`src/rtl/muldiv_seq.sv`:
```
// muldiv_seq: iterative multiply/divide sequencer owning the HI/LO registers.
// A shift-add multiplier or restoring divider runs for WIDTH iterations (RUN),
// then FIX applies sign correction and commits HI/LO with a one-cycle done.
//
// Optional build macro: MULDIV_EARLYOUT_EN (multiply leaves RUN as soon as the
// remaining multiplier bits are all zero; divide timing is unaffected).
//
// Ports:
//   clk      single clock, rising edge
//   reset    synchronous, active-high
//   startE   mul/div valid in Execute
//   opE      00 mult, 01 multu, 10 div, 11 divu
//   srcaE    multiplicand / dividend
//   srcbE    multiplier / divisor
//   mfreqD   mfhi/mflo in Decode
//   mdreqD   mul/div in Decode
//   stallD   stall request to the hazard unit
//   busy     operation in progress
//   done     one-cycle pulse, HI/LO just updated
//   divzero  last divide had a zero divisor (only while done=1)
//   hi, lo   HI and LO registers
module muldiv_seq #(
    parameter int unsigned WIDTH = 32
) (
    input  logic             clk,
    input  logic             reset,
    input  logic             startE,
    input  logic [1:0]       opE,
    input  logic [WIDTH-1:0] srcaE,
    input  logic [WIDTH-1:0] srcbE,
    input  logic             mfreqD,
    input  logic             mdreqD,
    output logic             stallD,
    output logic             busy,
    output logic             done,
    output logic             divzero,
    output logic [WIDTH-1:0] hi,
    output logic [WIDTH-1:0] lo
);

    localparam int unsigned CNTW = (WIDTH > 1) ? $clog2(WIDTH) : 1;
    localparam int unsigned DW   = 2 * WIDTH;

    typedef enum logic [1:0] {
        IDLE = 2'd0,
        RUN  = 2'd1,
        FIX  = 2'd2
    } state_t;

    state_t            state;
    logic [CNTW-1:0]   cnt;
    logic              isDiv;
    logic              negRes;   // operand signs differ (signed ops only)
    logic              negRem;   // dividend negative (signed ops only)
    logic              divZ;
    logic [WIDTH-1:0]  origA;
    logic [DW-1:0]     acc;
    logic [DW-1:0]     mcand;
    logic [WIDTH-1:0]  opB;      // multiplier (shifts right) or divisor (fixed)
    logic [WIDTH-1:0]  quo;      // dividend shifting out, quotient shifting in
    logic [WIDTH:0]    rem;

    logic              startSigned;
    logic [WIDTH-1:0]  absA;
    logic [WIDTH-1:0]  absB;
    logic [WIDTH:0]    divShift;
    logic [WIDTH:0]    divNext;
    logic              divGeq;
    logic              lastIter;
    logic [DW-1:0]     product;
    logic [WIDTH-1:0]  quoFix;
    logic [WIDTH-1:0]  remFix;

    // Operand conditioning, one restoring-divide step, end-of-RUN and sign fixes.
    always_comb begin
        startSigned = ~opE[0];
        absA = (startSigned && srcaE[WIDTH-1]) ? (WIDTH'(0) - srcaE) : srcaE;
        absB = (startSigned && srcbE[WIDTH-1]) ? (WIDTH'(0) - srcbE) : srcbE;

        divShift = {rem[WIDTH-1:0], quo[WIDTH-1]};
        divGeq   = (divShift >= {1'b0, opB});
        divNext  = divGeq ? (divShift - {1'b0, opB}) : divShift;

`ifdef MULDIV_EARLYOUT_EN
        // Stop once no set multiplier bits remain beyond the one consumed now.
        lastIter = (cnt == CNTW'(WIDTH - 1)) ||
                   (!isDiv && (opB[WIDTH-1:1] == '0));
`else
        lastIter = (cnt == CNTW'(WIDTH - 1));
`endif

        product = negRes ? (DW'(0) - acc) : acc;
        quoFix  = negRes ? (WIDTH'(0) - quo) : quo;
        remFix  = negRem ? (WIDTH'(0) - rem[WIDTH-1:0]) : rem[WIDTH-1:0];
    end

    // Sequencer and datapath registers.
    always_ff @(posedge clk) begin
        if (reset) begin
            state   <= IDLE;
            cnt     <= '0;
            isDiv   <= 1'b0;
            negRes  <= 1'b0;
            negRem  <= 1'b0;
            divZ    <= 1'b0;
            origA   <= '0;
            acc     <= '0;
            mcand   <= '0;
            opB     <= '0;
            quo     <= '0;
            rem     <= '0;
            hi      <= '0;
            lo      <= '0;
            done    <= 1'b0;
            divzero <= 1'b0;
        end else begin
            done    <= 1'b0;
            divzero <= 1'b0;
            case (state)
                IDLE: begin
                    if (startE) begin
                        isDiv  <= opE[1];
                        negRes <= startSigned & (srcaE[WIDTH-1] ^ srcbE[WIDTH-1]);
                        negRem <= startSigned & srcaE[WIDTH-1];
                        divZ   <= opE[1] & (srcbE == '0);
                        origA  <= srcaE;
                        acc    <= '0;
                        mcand  <= {{WIDTH{1'b0}}, absA};
                        opB    <= absB;
                        quo    <= absA;
                        rem    <= '0;
                        cnt    <= '0;
                        state  <= RUN;
                    end
                end
                RUN: begin
                    if (isDiv) begin
                        rem <= divNext;
                        quo <= {quo[WIDTH-2:0], divGeq};
                    end else begin
                        if (opB[0]) begin
                            acc <= acc + mcand;
                        end
                        mcand <= {mcand[DW-2:0], 1'b0};
                        opB   <= {1'b0, opB[WIDTH-1:1]};
                    end
                    cnt <= cnt + CNTW'(1);
                    if (lastIter) begin
                        state <= FIX;
                    end
                end
                FIX: begin
                    if (isDiv) begin
                        if (divZ) begin
                            lo      <= '1;
                            hi      <= origA;
                            divzero <= 1'b1;
                        end else begin
                            lo <= quoFix;
                            hi <= remFix;
                        end
                    end else begin
                        {hi, lo} <= product;
                    end
                    done  <= 1'b1;
                    state <= IDLE;
                end
                default: state <= IDLE;
            endcase
        end
    end

    assign busy   = (state != IDLE);
    assign stallD = (busy | startE) & (mfreqD | mdreqD);

endmodule

```
`config.mk`:
```
export PLATFORM = sky130hd
export DESIGN_NAME = muldiv_seq
export DESIGN_NICKNAME = d
export VERILOG_FILES = /design/src/rtl/muldiv_seq.sv
export SDC_FILE = /design/constraint.sdc
export NUM_CORES = 1
export LEC_CHECK = 0
export CAP_MARGIN = 10
export CORE_ASPECT_RATIO = 1.25
export CORE_MARGIN = 5
export CORE_UTILIZATION = 60
export CTS_BUF_LIST = sky130_fd_sc_hd__clkbuf_2 sky130_fd_sc_hd__clkbuf_4 sky130_fd_sc_hd__clkbuf_8
export DETAILED_ROUTE_END_ITERATION = 12
export PLACE_DENSITY_LB_ADDON = 0.2
export REMOVE_ABC_BUFFERS = 1
export SLEW_MARGIN = 15
export SYNTH_ARGS = -nofsm -noshare
export SYNTH_HDL_FRONTEND = slang
export SYNTH_SLANG_ARGS = --single-unit
```
`constraint.sdc`:
```
create_clock -name clk -period 5.2 [get_ports clk]
set_input_delay 0.78 -clock clk [delete_from_list [all_inputs] [get_ports clk]]
set_output_delay 0.78 -clock clk [all_outputs]
set_load 0.02 [all_outputs]
```
==> flow_summary.yaml, run 1 <==
timing:
  slew_headroom_pct: 29.6
  fin_ws_ns: 0.892
  tightest_slew_ns: 1.05
  finalHoldViolCount: 0
  slew_viol_final: 0
  fin_setup_tns_ns: 0
  fin_crit_ns: 4.31
  skew_ns: 0.0268
  setup_violations: 0
  min_period_over_period_pct: 82.8
  max_freq_mhz: 232
  rsz0062_at_grt: "false"
grt:
  grt_max_degree: 102
  grt_first_pass_wirelength_um: 108000
  grt_pass1_vias: 20900
  antenna_found_initial: 0
  grt_overflow_total: 0
  track_usage_pct: 31.9
yosys:
  syn_area_mm2: 0.0221
  ys_async_sr_fraction_pct: 0
  synth_cell_types: 73
  yosys_warnings: 0
  synth-edff-count: 0
  seq_area_frac_synth_pct: 30.2
  synthCells: 2947
  ys.flop_type: "dfxtp_1"
  avgSynthCellArea_um2: 7.48
  synth_seq_cells: 333
place:
  numPortBuffers: 138
  dpl_worst_slack_ns: 0.737
  postPlaceCellArea_mm2: 0.0236
  place_congestion: 0.979
  dp_hpwl_um: 50100
critical_path:
  crit_type: "flip-flop to flip-flop"
  critPathLaunch: "acc[0]$_SDFFE_PP0P_"
  cpMaxStageDelayCell: "o31ai_1"
  crit_fanout: 5
  crit_path_start_kind: "flip-flop"
  critPathArrivalTime_ns: 4.83
  crit_chain: "ha_1 -> inv_1 -> fa_1 -> nor2b_1 -> o31a_1 -> o31ai_1 -> o21ai_0 -> a31oi_1 -> o21ai_0 -> a21bo_2 -> a221oi_1 -> a31oi_1 -> a211o_1"
  reg2reg_from: "acc[0]$_SDFFE_PP0P_"
  crit_required_ns: 5.72
  cp_slowest_stage_delay_ns: 0.81
  end_kind: "flip-flop"
clock_tree:
  cts_root_buffer: "clkbuf_8"
  cts_sinks: 333
  cts_inserted_buffers: 54
  clk_latency_ns: 0.64
  post_cts_buffers: 0
  cts.reportedPaths.clkPinSlew_ns: 0.07
  ctsHoldBuffers: 0
  htree_levels: 2
  cts.path.max_buffers: 3
  cts_resized: 0
  cts_tree: "yes"
floorplan:
  die_height_um: 224
  die_area_mm2: 0.0407
  ios: 139
  coreArea_mm2: 0.0363
  fp.dieW_um: 181
  initial_core_util_pct: 60.7
  rows: 78
cells_and_area:
  final_nets: 3149
  fillers: 3183
  final_cell_mix: "nor2_1, dfxtp_1, nand2_1"
  design_area_mm2: 0.0249
  drive_above_1_share_pct: 5.60
  antenna_cells: 0
  layout-area-overhead-vs-synth_pct: 12.8
  mostFrequentLayoutCell: "nor2_1"
routing:
  wl_um: 68300
  firstDrtPassIters: 6
  vias: 22000
  detail-route-antenna-nets: 0
  vias_per_cell: 6.28
  wire_per_inst_um: 19.5
  drt_iter0_markers: 1815
  drcViolationCount: 0
min_path:
  worstHoldStart: "lo[8]$_SDFFE_PP0P_"
  holdCritPathClass: "flip-flop to flip-flop"
outcome:
  status: "completed"
run:
  cap_violations: 0
power:
  power.leakage_nw: 9.86
  p_total_mw: 6.63
  vdd_drop_max_mv: 0.219
  cellPowerDensity_mw_per_mm2: 267
## synthesized netlist by cell type (all sizes together), types with 5 or more instances
| cell type | count | area (um^2) |
|---|---|---|
| a22oi | 59 | 443 |
| or3 | 21 | 141 |
| a32oi | 10 | 87.6 |
| o21ai | 192 | 961 |
| nor2b | 21 | 131 |
| or2 | 6 | 37.5 |
| ha | 102 | 1280 |
| xor2 | 101 | 885 |
| a221oi | 31 | 272 |
| a21o | 57 | 428 |
| a22o | 6 | 52.6 |
| nor3 | 67 | 335 |
| nor4 | 23 | 171 |
| o21bai | 19 | 143 |
| nand2 | 315 | 1180 |
| or4 | 26 | 214 |
| inv | 76 | 285 |
| xnor2 | 159 | 1390 |
| and2 | 11 | 68.8 |
| mux2i | 16 | 160 |
| a31oi | 14 | 87.6 |
| nor2 | 409 | 1540 |
| nand3 | 21 | 118 |
| clkbuf | 185 | 694 |
| o221ai | 11 | 96.3 |
| o41ai | 24 | 225 |
| a21boi | 9 | 67.6 |
| o211ai | 38 | 285 |
| o31ai | 48 | 360 |
| o21a | 11 | 82.6 |
| a21oi | 306 | 1530 |
| and3 | 8 | 50.1 |
| a211oi | 94 | 706 |
| nand2b | 27 | 169 |
| nand3b | 5 | 37.5 |
| a311oi | 6 | 52.6 |
| dfxtp | 333 | 6670 |
| buf | 11 | 42.5 |
| nand4 | 25 | 156 |
## path summary, 6_finish.rpt
path	end	slack [ns]	cells past startpoint
worst max-delay path	acc[60]$_SDFFE_PP0P_	0.89	13
worst min-delay path	lo[8]$_SDFFE_PP0P_	0.45	2
worst max register to register	acc[60]$_SDFFE_PP0P_	0.89	13
worst min register to register	lo[8]$_SDFFE_PP0P_	0.45	2
## layer usage
| metal | track usage, % | vias up | wire, um |
|---|---|---|---|
| li1 | - | 10600 | - |
| met1 | 37.9 | 10300 | 26900 |
| met2 | 54.9 | 827 | 32400 |
| met3 | 4.66 | 246 | 4370 |
| met4 | 18.8 | 0 | 4590 |
| met5 | 0 | - | 0 |
## final cells by class
type	instances	area (um^2)	area share [%]
timing repair buffer	167	1600	6.44
multi-input combinational	2342	14400	57.9
clock buffer	86	1100	4.43
tap	480	601	2.41
sequential	333	6670	26.8
clock inverter	15	215	0.865
inverter	76	285	1.15
## worst max-delay path: cells and delay by family, from the launching register on
| family | cells | cell delay [ns] |
|---|---|---|
| simple gates | 1 | 0.07 |
| buf+inv | 1 | 0.08 |
| flops | 1 | 0.34 |
| compound gates | 9 | 3.30 |
| fa+ha+maj | 2 | 0.42 |
## logic make-up after synthesis
group	after synthesis	synth area share, %
mux	16	0.726
xor+xnor	260	10.3
fa+ha+maj	104	5.97
simple gates	996	20.1
compound gates	966	28.0
flops	333	30.2
buf+inv	272	4.64
## report_power, final
| group | switching (mW) | internal, mW |
|---|---|---|
| logic | 0.718 | 0.419 |
| registers | 0.117 | 2.64 |
| clock network | 1.14 | 1.60 |
| total | 1.97 | 4.66 |
## metrics by stage
step | utilization, % | hold slack (ns) | instances
finish | 68.5 | 0.453 | 3499
global route | 68.5 | 0.474 | 3499
CTS | 68.5 | 0.455 | 3499
detailed placement | 64.9 | 0.446 | 3398
global placement | 64.9 | 0.438 | 3398
floorplan | - | 0.424 | 2751
## registers in the layout, indices dropped and copies added, names as in the netlist
register and cells:
mcand 64, lo 32, acc 64, origA 32, divzero 1, done 1, rem 32, negRes 1
quo 32, opB 32, state 2, divZ 1, negRem 1, cnt 5, isDiv 1, hi 32
Power figures use the tool's default switching activity.
==> run 2, diff against run 1 <==
==> constraint.sdc (replaced) <==
create_clock -name clk -period 4.5 [get_ports clk]
set_input_delay 0.675 -clock clk [delete_from_list [all_inputs] [get_ports clk]]
set_output_delay 0.675 -clock clk [all_outputs]
set_load 0.02 [all_outputs]
==> run 2 against run 1 <==
  * Maximum frequency rose by 14%
  * Clock-buffer cell count is 7 lower
  * Global-route usage increased by 0.17 points
==> flow_summary.yaml, run 2 (synthesis results as in run 1) <==
outcome:
  status: "completed"
timing:
  slew_headroom_pct: 33.4
  rsz0062_at_grt: "false"
  skew_ns: 0.0229
  fin_ws_ns: 0.709
  setup_violations: 0
  fin_crit_ns: 3.79
  slew_viol_final: 0
  min_period_over_period_pct: 84.2
  tightest_slew_ns: 0.997
  finalHoldViolCount: 0
  max_freq_mhz: 264
power:
  swShare_pct: 30.4
  vdd_drop_max_mv: 0.226
  pwr-share-clk_pct: 38.9
  p_sw_mw: 2.25
  p_seq_share_pct: 43.1
  p_int_mw: 5.15
  cellPowerDensity_mw_per_mm2: 298
  power.leakage_nw: 9.85
  p_total_mw: 7.40
  p_comb_share_pct: 17.9
grt:
  grt_use_met2_pct: 56.1
  grt_max_degree: 94
  track_usage_pct: 32.1
  grt_pass1_vias: 21000
  busiest_layer: "met2"
  grtUsageMet1_pct: 37.4
  grtUsageMet3_pct: 4.59
  grt_first_pass_wirelength_um: 108000
  grt_overflow_total: 0
  antenna_found_initial: 1
clock_tree:
  cts_resized: 0
  post_cts_buffers: 0
  cts_inserted_buffers: 55
  htree_levels: 2
  cts_tree: "yes"
  cts.path.max_buffers: 3
  ctsHoldBuffers: 0
  clk_latency_ns: 0.63
  cts_sinks: 333
  cts.reportedPaths.clkPinSlew_ns: 0.06
  cts_root_buffer: "clkbuf_8"
place:
  dpl_worst_slack_ns: 0.367
  place_congestion: 0.960
  numPortBuffers: 138
  dp_hpwl_um: 50700
  place_inst: 3404
routing:
  vias_per_cell: 6.33
  wl_um: 68600
  drt_iter0_markers: 1951
  firstDrtPassIters: 8
  detail-route-antenna-nets: 0
  vias: 22100
  wire_per_inst_um: 19.6
  drcViolationCount: 0
cells_and_area:
  fillers: 3193
  stdcell_count: 3501
  mostFrequentLayoutCell: "nor2_1"
  final_nets: 3156
  layout-area-overhead-vs-synth_pct: 12.6
  drive_above_1_share_pct: 5.60
  top_regs: "acc x64, mcand x64"
  final_cell_mix: "nor2_1, dfxtp_1, nand2_1"
critical_path:
  reg2reg_to: "hi[30]$_SDFFE_PP0P_"
  crit_type: "flip-flop to flip-flop"
  r2r_slack_ns: 0.71
  critPathLaunch: "acc[14]$_SDFFE_PP0P_"
  crit_fanout: 7
  crit_path_start_kind: "flip-flop"
  end_kind: "flip-flop"
  crit_required_ns: 5.03
  endpoint: "hi[30]$_SDFFE_PP0P_"
  worst-r2r-cell-count: 9
  reg2reg_from: "acc[14]$_SDFFE_PP0P_"
  critPathArrivalTime_ns: 4.32
floorplan:
  die_area_mm2: 0.0407
  fp.dieW_um: 181
  ios: 139
  die_height_um: 224
  rows: 78
  coreArea_mm2: 0.0363
  initial_core_util_pct: 60.7
min_path:
  holdCritPathClass: "flip-flop to flip-flop"
run:
  cap_violations: 0
## run 2: cell count changes in the layout (fill, tap and decap cells not counted)
| cell | previous run | this run |
|---|---|---|
| buf_12 | 0 | 4 |
| buf_4 | 29 | 31 |
| bufinv_16 | 5 | 3 |
| clkbuf_8 | 74 | 67 |
| clkinv_2 | 5 | 10 |
| clkinv_4 | 1 | 0 |
| clkinvlp_4 | 3 | 2 |
| diode_2 | 0 | 2 |
## run 2: worst max-delay path, cell delays in order, from the launching register on
cell	delay (ns)
dfxtp_1	0.38
or4_4	0.59
or3_4	0.37
nor4_1	0.52
nand3_1	0.32
or4_4	0.66
o31ai_1	0.32
xor2_1	0.13
o22a_1	0.21
a211oi_1	0.21
## run 2: how the worst min path moves through the flow
stage,from,to,cells after the start
after floorplan,cnt[3]$_SDFFE_PP0P_,cnt[3]$_SDFFE_PP0P_,1
after global placement,origA[27]$_SDFFE_PP0P_,origA[27]$_SDFFE_PP0P_,2
after detailed placement,hi[3]$_SDFFE_PP0P_,hi[3]$_SDFFE_PP0P_,2
after CTS,origA[31]$_SDFFE_PP0P_,origA[31]$_SDFFE_PP0P_,2
after global routing,origA[26]$_SDFFE_PP0P_,origA[26]$_SDFFE_PP0P_,2
final,hi[6]$_SDFFE_PP0P_,hi[6]$_SDFFE_PP0P_,2
## run 2: area by class of cell
cell class                      instances  area, um^2  area share, %
Antenna cell                            2        5.00         0.0201
Clock buffer                           79        1010           4.05
Clock inverter                         16         164          0.660
Inverter                               76         285           1.15
Multi-Input combinational cell       2342       14400           58.0
Sequential cell                       333        6670           26.9
Tap cell                              480         601           2.42
Timing Repair Buffer                  173        1700           6.84
## run 2: power by group through the flow
stage	sequential, mW	combinational [mW]	clock (mW)
3_5_place_dp	3.25	1.30	0
4_1_cts	3.19	1.31	2.92
2_1_floorplan	3.21	0.880	0
5_1_grt	3.20	1.45	3.05
3_3_place_gp	3.25	1.27	0
6_report	3.19	1.33	2.88
## run 2: per-layer routing
| metal | up-vias | share of wire [%] |
|---|---|---|
| met5 | - | 0 |
| met1 | 10400 | 39 |
| li1 | 10600 | - |
| met4 | 0 | 6.6 |
| met3 | 241 | 6.4 |
| met2 | 874 | 48 |
## run 2: per-stage QoR
stage          instance area, um^2  util [%]  TNS [ns]  hold slack, ns
6_report                     24800      68.4         0           0.454
3_3_place_gp                 23700      65.2         0           0.439
3_5_place_dp                 23700      65.2         0           0.448
2_1_floorplan                21300         -   -519.69           0.424
5_1_grt                      24800      68.4         0           0.468
4_1_cts                      24800      68.4         0           0.457
==> run 3, diff against run 2 <==
==> constraint.sdc (replaced) <==
create_clock -name clk -period 3.5 [get_ports clk]
set_input_delay 0.525 -clock clk [delete_from_list [all_inputs] [get_ports clk]]
set_output_delay 0.525 -clock clk [all_outputs]
set_load 0.02 [all_outputs]
==> run 3 against run 2 <==
  * Power is 29% higher
  * Sequential share of layout area shrank 0.86 points
  * Die area stayed put
  * Clock-buffer cell count increased by 7
  * Clock skew is 0.0010 ns higher
  * Global-route usage about the same
  * Critical path depth rose by 2
  * Non-clock buffer count rose by 99
  * Largest cell class unchanged
  * Largest power group unchanged
==> flow_summary.yaml, run 3 (synthesis results as in run 1) <==
critical_path:
  path_buf_inv: 1
  r2r_slack_ns: 0.11
  critPathLaunch: "acc[21]$_SDFFE_PP0P_"
  crit_type: "flip-flop to flip-flop"
  reg2reg_to: "hi[31]$_SDFFE_PP0P_"
  reg2reg_from: "acc[21]$_SDFFE_PP0P_"
  crit_path_start_kind: "flip-flop"
  crit_chain: "or4_4 -> or4_4 -> nor4_4 -> buf_4 -> nand3_4 -> or2_4 -> or3_4 -> o41ai_4 -> xnor2_1 -> o211ai_1 -> a21oi_1"
  worst-r2r-cell-count: 11
  cpMaxStageDelayCell: "or4_4"
  cp_top_family: "simple AND/OR/NAND/NOR gates"
  end_kind: "flip-flop"
  critPathArrivalTime_ns: 3.94
  cp_common_cell: "or4_4"
  crit_fanout: 7
  cp_slowest_stage_delay_ns: 0.58
  crit_required_ns: 4.05
grt:
  grt_max_degree: 121
  grt_overflow_total: 0
  grt_pass1_vias: 21400
  antenna_found_initial: 0
  track_usage_pct: 32.1
  grt_first_pass_wirelength_um: 109000
floorplan:
  ios: 139
  initial_core_util_pct: 60.7
  die_area_mm2: 0.0407
  die_height_um: 224
  fp.dieW_um: 181
  coreArea_mm2: 0.0363
  rows: 78
place:
  dp_hpwl_um: 51200
  postPlaceCellArea_mm2: 0.0244
  numPortBuffers: 138
  place_congestion: 1.01
  place_inst: 3502
min_path:
  holdCritPathClass: "flip-flop to flip-flop"
  hold_path_depth: 2
  holdPathEnd: "hi[6]$_SDFFE_PP0P_"
  worstHoldStart: "hi[6]$_SDFFE_PP0P_"
outcome:
  status: "completed"
power:
  power.leakage_nw: 10.4
  swShare_pct: 30.3
  p_sw_mw: 2.90
  p_int_mw: 6.66
  p_seq_share_pct: 42.8
  vdd_drop_max_mv: 0.243
  cellPowerDensity_mw_per_mm2: 372
  pwr-share-clk_pct: 38.3
  p_comb_share_pct: 18.9
cells_and_area:
  design_area_mm2: 0.0257
  layout-area-overhead-vs-synth_pct: 16.4
  top_regs: "acc x64, mcand x64"
  final_nets: 3254
  final_cell_mix: "nor2_1, dfxtp_1, nand2_1"
  antenna_cells: 0
  drive_above_1_share_pct: 9.30
  mostFrequentLayoutCell: "nor2_1"
  stdcell_count: 3598
routing:
  wire_per_inst_um: 19.2
  vias: 22700
  detail-route-antenna-nets: 0
  firstDrtPassIters: 6
  drt_iter0_markers: 2201
  vias_per_cell: 6.32
  drcViolationCount: 0
  wl_um: 69100
run:
  cap_violations: 0
timing:
  skew_ns: 0.0239
  finalHoldViolCount: 0
  setup_violations: 0
  slew_viol_final: 0
  max_freq_mhz: 295
  min_period_over_period_pct: 96.9
  slew_headroom_pct: 22.6
  fin_crit_ns: 3.39
  tightest_slew_ns: 1.16
  rsz0062_at_grt: "false"
clock_tree:
  cts.reportedPaths.clkPinSlew_ns: 0.07
  cts.path.max_buffers: 3
  cts_sinks: 333
  clk_latency_ns: 0.63
  htree_levels: 2
  cts_root_buffer: "clkbuf_8"
  cts_tree: "yes"
  cts_inserted_buffers: 54
## run 3: cell count changes in the layout (fill, tap and decap cells not counted), sizes merged
cell / delta
clkinvlp: -2
bufinv: -2
clkbuf: +8
diode: -2
clkinv: -2
inv: -1
buf: +98
## run 3: how the worst max path moves through the flow
stage	to	slack [ns]	depth (start not counted)
4_1_cts	acc[60]$_SDFFE_PP0P_	0.007	16
6_report	hi[31]$_SDFFE_PP0P_	0.11	11
3_3_place_gp	opB[28]$_SDFFE_PP0P_	-0.004	14
2_1_floorplan	opB[30]$_SDFFE_PP0P_	-6.04	4
5_1_grt	hi[31]$_SDFFE_PP0P_	0.007	11
3_5_place_dp	opB[28]$_SDFFE_PP0P_	-0.1	14
## run 3: metrics by stage
stage	setup TNS (ns)	util (%)	power (mW)	hold WS [ns]	setup slack [ns]
floorplan	-728.30	-	5.26	0.424	-6.04
global placement	-0.00385	67.2	5.86	0.438	-0.00385
detailed placement	-0.297	67.2	5.92	0.443	-0.0994
CTS	0	70.4	9.53	0.407	0.00724
global route	0	70.7	9.96	0.446	0.00725
finish	0	70.7	9.56	0.451	0.110
## run 3: layout make-up
class                      count  area, um^2
multi-input combinational   2342       14500
fill                        3047       10600
inverter                      76         285
clock inverter                 9        70.1
tap                          480         601
sequential                   333        6680
timing repair buffer         272        2450
clock buffer                  86        1090
## run 3: power by group through the flow
stage / sequential [mW] / combinational, mW / clock [mW]
global route: 4.10 / 1.97 / 3.89
detailed placement: 4.17 / 1.75 / 0
finish: 4.09 / 1.81 / 3.66
floorplan: 4.13 / 1.13 / 0
CTS: 4.09 / 1.76 / 3.69
global placement: 4.16 / 1.70 / 0
## run 3: per-layer routing
metal	GRT usage [%]	vias up	share of wire (%)	routed length, um
li1	-	10800	-	-
met1	37.2	10600	38	26200
met2	54.8	1052	47	32600
met3	5.31	271	7.5	5150
met4	21.2	0	7.5	5150
met5	0	-	0	0
## run 3: what timing repair did
action	CTS	global route
hold endpoints to repair	0	0
hold buffers	0	0
gates resized for setup	0	33
setup endpoints to repair	0	55
buffers inserted	0	0
## run 3: worst min-delay path, cell delays in order (launching register included)
cell,delay (ns)
dfxtp_1,0.30
nand2_1,0.05
a21oi_1,0.05
